[src/rtl/bldc_hall_if.sv]
// Hall-sensor bus between a generator (master drives the hall side) and its consumer.
// Carries control inputs to the generator and the hall code, step pulse and position back out.
interface bldc_hall_if #(
   parameter int PERIOD_WIDTH  = 16,
   parameter int COUNTER_WIDTH = 8
);
   logic                     enable;
   logic                     dir;
   logic [PERIOD_WIDTH-1:0]  period;
   logic                     period_load;
   logic                     step_req;
   logic [2:0]               hall;
   logic                     step;
   logic [COUNTER_WIDTH-1:0] position;
   logic                     load_pending;

   modport master (
      input  enable, dir, period, period_load, step_req,
      output hall, step, position, load_pending
   );

   modport slave (
      output enable, dir, period, period_load, step_req,
      input  hall, step, position, load_pending
   );
endinterface

[src/rtl/bldc_hall_generator.sv]
// Six-step BLDC hall sequence generator with programmable step period, direction,
// manual stepping and boundary-synchronised period reload.
module bldc_hall_generator #(
   parameter int PERIOD_WIDTH  = 16,
   parameter int COUNTER_WIDTH = 8
) (
   input  logic       clk,
   input  logic       reset,
   bldc_hall_if.master bus
);
   // State encoding is the hall code itself, so hall comes straight off the flops.
   typedef enum logic [2:0] {
      S1 = 3'b101, S2 = 3'b100, S3 = 3'b110,
      S4 = 3'b010, S5 = 3'b011, S6 = 3'b001
   } state_t;

   localparam logic [PERIOD_WIDTH-1:0]  P_ONE = PERIOD_WIDTH'(1);
   localparam logic [COUNTER_WIDTH-1:0] C_ONE = COUNTER_WIDTH'(1);

   state_t                   state, state_next;
   logic [PERIOD_WIDTH-1:0]  active, pending, timer;
   logic [COUNTER_WIDTH-1:0] position;
   logic                     step, load_pending;
   logic                     at_end, run_adv, man_adv, advance, stalled;

   assign stalled = (active == '0);
   assign at_end  = !stalled && (timer == active - P_ONE);
   assign run_adv = bus.enable && at_end;
   assign man_adv = !bus.enable && bus.step_req;
   assign advance = run_adv || man_adv;

   always_ff @(posedge clk) begin
      if (reset) state <= S1;
      else       state <= state_next;
   end

   always_comb begin
      state_next = state;
      if (advance) begin
         case (state)
            S1:      state_next = bus.dir ? S2 : S6;
            S2:      state_next = bus.dir ? S3 : S1;
            S3:      state_next = bus.dir ? S4 : S2;
            S4:      state_next = bus.dir ? S5 : S3;
            S5:      state_next = bus.dir ? S6 : S4;
            S6:      state_next = bus.dir ? S1 : S5;
            default: state_next = S1;
         endcase
      end
   end

   always_ff @(posedge clk) begin
      if (reset) begin
         active       <= '0;
         pending      <= '0;
         timer        <= '0;
         position     <= '0;
         step         <= 1'b0;
         load_pending <= 1'b0;
      end else begin
         step <= advance;
         if (advance)
            position <= bus.dir ? position + C_ONE : position - C_ONE;

         if (advance || (bus.period_load && stalled))
            timer <= '0;
         else if (bus.enable && !stalled)
            timer <= timer + P_ONE;

         // A load coinciding with an advance, or arriving while stalled, takes effect at once;
         // otherwise it waits for the next step boundary, and the consuming advance uses the old period.
         if (bus.period_load) begin
            if (advance || stalled) begin
               active       <= bus.period;
               load_pending <= 1'b0;
            end else begin
               pending      <= bus.period;
               load_pending <= 1'b1;
            end
         end else if (advance && load_pending) begin
            active       <= pending;
            load_pending <= 1'b0;
         end
      end
   end

   assign bus.hall         = state;
   assign bus.step         = step;
   assign bus.position     = position;
   assign bus.load_pending = load_pending;
endmodule

[src/flat_wrapper.sv]
// flat-port wrapper written by rule: the top's interface ports become plain ports
module bldc_hall_generator_flat 
#(
   parameter int PERIOD_WIDTH  = 16,
   parameter int COUNTER_WIDTH = 8
)
  (clk, reset, bus_enable, bus_dir, bus_period, bus_period_load, bus_step_req, bus_hall, bus_step, bus_position, bus_load_pending);
  bldc_hall_if #(.PERIOD_WIDTH(PERIOD_WIDTH), .COUNTER_WIDTH(COUNTER_WIDTH)) bus_i ();
  input  logic clk;
  input  logic reset;
  input wire logic [$bits(bus_i.enable)-1:0] bus_enable;
  input wire logic [$bits(bus_i.dir)-1:0] bus_dir;
  input wire logic [$bits(bus_i.period)-1:0] bus_period;
  input wire logic [$bits(bus_i.period_load)-1:0] bus_period_load;
  input wire logic [$bits(bus_i.step_req)-1:0] bus_step_req;
  output wire logic [$bits(bus_i.hall)-1:0] bus_hall;
  output wire logic [$bits(bus_i.step)-1:0] bus_step;
  output wire logic [$bits(bus_i.position)-1:0] bus_position;
  output wire logic [$bits(bus_i.load_pending)-1:0] bus_load_pending;
  assign bus_i.enable = bus_enable;
  assign bus_i.dir = bus_dir;
  assign bus_i.period = bus_period;
  assign bus_i.period_load = bus_period_load;
  assign bus_i.step_req = bus_step_req;
  assign bus_hall = bus_i.hall;
  assign bus_step = bus_i.step;
  assign bus_position = bus_i.position;
  assign bus_load_pending = bus_i.load_pending;
  bldc_hall_generator #(.PERIOD_WIDTH(PERIOD_WIDTH), .COUNTER_WIDTH(COUNTER_WIDTH)) u_core (.clk(clk), .reset(reset), .bus(bus_i));
endmodule
[config.mk]
export PLATFORM = sky130hd
export DESIGN_NAME = bldc_hall_generator_flat
export DESIGN_NICKNAME = d
export VERILOG_FILES = /design/src/rtl/bldc_hall_if.sv /design/src/rtl/bldc_hall_generator.sv /design/src/flat_wrapper.sv
export SDC_FILE = /design/constraint.sdc
export NUM_CORES = 1
export LEC_CHECK = 0
export BUFFER_PORTS_ARGS = -buffer_cell sky130_fd_sc_hd__buf_4
export CAP_MARGIN = 20
export CORE_MARGIN = 2
export CORE_UTILIZATION = 25
export DETAILED_ROUTE_END_ITERATION = 12
export GPL_TIMING_DRIVEN = 1
export SYNTH_ARGS = -nofsm -noshare
export SYNTH_HDL_FRONTEND = slang
export SYNTH_SLANG_ARGS = --single-unit
[constraint.sdc]
create_clock -name clk -period 4.75 [get_ports clk]
set_input_delay 0.2375 -clock clk [delete_from_list [all_inputs] [get_ports clk]]
set_output_delay 0.2375 -clock clk [all_outputs]
set_load 0.05 [all_outputs]
==> metrics <==
sw power a little under 0.6 mW; power share of the combinational group 0.249; max_slew headroom 0.298; r2r setup slk 1.12 ns; synthesized area 4060 µm²; Critical R2R Capture u_core.pending[1]$_SDFFE_PP0P_; CTS tree yes; FMAX 0.275 GHz; fin crit share 0.765; Syn Nets approximately 520; Clk pwr share 0.420; RD Place Congestion between 0.9 and 1; placed instance area about 4400 µm²; Detail Route Antenna Nets 0; initial DRC count 224; hold endpoint u_core.pending[9]$_SDFFE_PP0P_; Final Critical Period between 3 and 4 ns; clk_lat worst skew approximately 0.34 ns; critical path type register to register; clock sink count 61; largest net degree at the start of global routing 53; Max clock buf depth 2; critical path's top delay family simple AND/OR/NAND/NOR gates; slowest stage delay, CP between 0.8 and 0.9 ns; ant diodes 0; startpoint type of the worst setup path register; H-Tree Depth 3; post-synthesis mux area share 0.0126; total number of vias approximately 3700; largest cells by area after synthesis dfxtp_1 (30%), xnor2_1 (5.0%), clkbuf_1 (3.8%); number of port buffers 34; cts hold-fix bufs 0; DRC violations left 0; commonest non-fill, non-tap cell in the layout dfxtp_1; Syn Inst Count approximately 490; io pins 35; Post-synth ARST share 0; Core ar. about 16000 µm²; XOR/XNOR Fraction of Synth Area 0.0798; Final Net Count 520; Reg power frac 0.331; critical path buffer and inverter count 2; vias per inst between 5 and 6; Area Overhead vs Synth 17.1%; Critical Path Sink Type register; count of final hold-check violations 0; Ys Warns 0; Die Y 131 µm; Slowest cell on crit path or4_2; FP Rows 46; clock skew between 0.005 and 0.006 ns; commonest non-fill, non-tap cells in the layout dfxtp_1 (61), buf_4 (40), nor2_1 (28), a21oi_1 (28), o21ai_0 (26); Final TNS setup 0 ns; PostCTS Resize Cnt 0; Die ar. 17300 µm²; Num CTS Buffers 9; Synth Area in Compound Gates 0.277; number of cells on the worst hold path 2; share of the synthesized area in the top cell type 0.301; Max Slew Vio Count 0; Final Instance Area 4760 µm²; largest family of logic cells by synthesized area compound AO/OA/AOI/OAI gates; GRT Overall Usage 0.124; leakage power around 1.7 nW; Hold Path Class input pin to register; MaxCap Viol Count 0; CP required around 5.0 ns; final design utilization 0.299; Synth area leader dfxtp_1; Hold Path Origin bus_period[9]; power per cell area around 390 nW/µm²; Worst-path clk slew 0.06 ns; Post-CTS Setup Bufs 0; clk root buf clkbuf_16; Reg2Reg Depth 10; sw frac 0.315; HPWL after DPL a little over 7000 µm; Die Wd 131 µm; Arr. time, crit path 3.91 ns; internal power between 1 and 1.5 mW; fraction of layout cells with a size suffix above 1 0.178; syn avg cell area between 8 and 9 µm²; # setup viols final 0; drt wl/cell 15.1 µm; Fillers 1709; Pre-antenna DRT Iters 7; outcome complete, no violations; worst vdd ir roughly 0.22 mV; RSZ-0062 raised after global routing no; CP max FO between 40 and 50; Initial Util 0.256; Post-synth EDFFs 0; Congestion Overflow GR 0; Synth Flop Type dfxtp_1; register area share after synthesis 0.301; drt total wl 10700 µm; initial antenna violation count 0; vias in the first global route around 3600; first-pass GRT wire length roughly 18000 µm; Worst-Margin Slew 1.05 ns; post-synth cell types 59; number of synthesized register bits between 60 and 70; Synth Area in Simple Gates 0.220; synthesized-area fraction occupied by adder cells 0.0296; Reg-to-Reg Start u_core.active[0]$_SDFFE_PP0P_; critical path cell sequence inv_1 > ha_1 > nor3b_2 > nand3_1 > a2111oi_0 > nor3_1 > or4_2 > buf_4 > a311oi_1 > a31o_2
registers in the layout, summed over array words and instances (netlist names):
name	cells
u_core.pending	16
u_core.bus.load_pending	1
u_core.bus.position	8
u_core.timer	16
u_core.bus.step	1
u_core.active	16
u_core.bus.hall	3
synth_stat cells (3+ instances only):
cell type,count
a21o_1,4
buf_2,6
nand2b_1,19
a21oi_1,28
a2111oi_0,17
a311oi_2,8
ha_1,8
a311oi_1,8
xor2_1,14
nor3b_1,4
and3_1,4
or3_1,6
dfxtp_1,61
buf_6,4
nand4b_1,3
nor3_1,15
nand4_1,11
mux2i_1,4
a31o_2,8
clkbuf_1,41
a211oi_1,17
xnor2_1,23
a31o_1,10
inv_1,24
nor2_1,29
nor2b_1,5
nand3_1,11
o21ai_0,26
o2111ai_1,3
nor4_1,17
nand2_1,16
worst max-delay path by stage:
stage / slack [ns] / endpoint / from / depth (start not counted)
2_1_floorplan: 1.61 / u_core.bus.position[7]$_SDFFE_PP0P_ / u_core.active[1]$_SDFFE_PP0P_ / 13
5_1_grt: 0.81 / u_core.active[11]$_SDFFE_PP0P_ / u_core.active[0]$_SDFFE_PP0P_ / 10
6_report: 1.12 / u_core.pending[1]$_SDFFE_PP0P_ / u_core.active[0]$_SDFFE_PP0P_ / 10
3_3_place_gp: 1.27 / u_core.pending[1]$_SDFFE_PP0P_ / u_core.active[0]$_SDFFE_PP0P_ / 9
3_5_place_dp: 1.13 / u_core.pending[1]$_SDFFE_PP0P_ / u_core.active[0]$_SDFFE_PP0P_ / 9
4_1_cts: 1.13 / u_core.active[14]$_SDFFE_PP0P_ / u_core.active[0]$_SDFFE_PP0P_ / 10
layer usage:
layer,vias to the layer above,global-route usage,part of all wire
li1,1823,-,-
met1,1812,0.158,0.47
met2,72,0.206,0.48
met3,19,0.0197,0.031
met4,0,0.0562,0.021
met5,-,0,0
per-stage QoR:
stage	power (mW)	setup WS, ns	hold WS, ns	cells
2_1_floorplan	0.962	1.61	0.372	491
3_3_place_gp	1.06	1.27	0.462	694
3_5_place_dp	1.07	1.13	0.467	694
4_1_cts	1.85	1.13	0.113	710
5_1_grt	1.93	0.808	0.125	710
6_report	1.84	1.12	0.119	710
worst register-to-register path, cell delays in order, from the launching register on:
cell and delay (ns):
dfxtp_1 0.41, inv_1 0.10, ha_1 0.30, nor3b_2 0.36, nand3_1 0.15, a2111oi_0 0.39, nor3_1 0.16, or4_2 0.86
buf_4 0.36, a311oi_1 0.36, a31o_2 0.14
kinds of logic (layout without fill, tap and decap cells):
family	after synthesis	after routing
multiplexers	5	5
AND/OR/NAND/NOR	154	154
buffers and inverters	77	80
flip-flops	61	61
AO/OA/AOI/OAI	148	148
XOR/XNOR	37	37
adder cells (fa/ha/maj)	9	9
area by class of cell:
cell class / instances / area [µm²] / share of cell area
Tap cell: 216 / 270 / 0.0568
Inverter: 24 / 90.1 / 0.0189
Multi-Input combinational cell: 353 / 2530 / 0.531
Clock buffer: 10 / 239 / 0.0502
Timing Repair Buffer: 40 / 300 / 0.0631
Sequential cell: 61 / 1220 / 0.257
Clock inverter: 6 / 110 / 0.0231
power by group through the flow:
stage	sequential, mW	clock (mW)	combinational [mW]
after floorplan	0.617	0	0.346
after global placement	0.617	0	0.443
after detailed placement	0.620	0	0.453
after CTS	0.609	0.785	0.455
after global routing	0.616	0.806	0.503
final	0.611	0.774	0.458
Power figures use the tool's default switching activity.
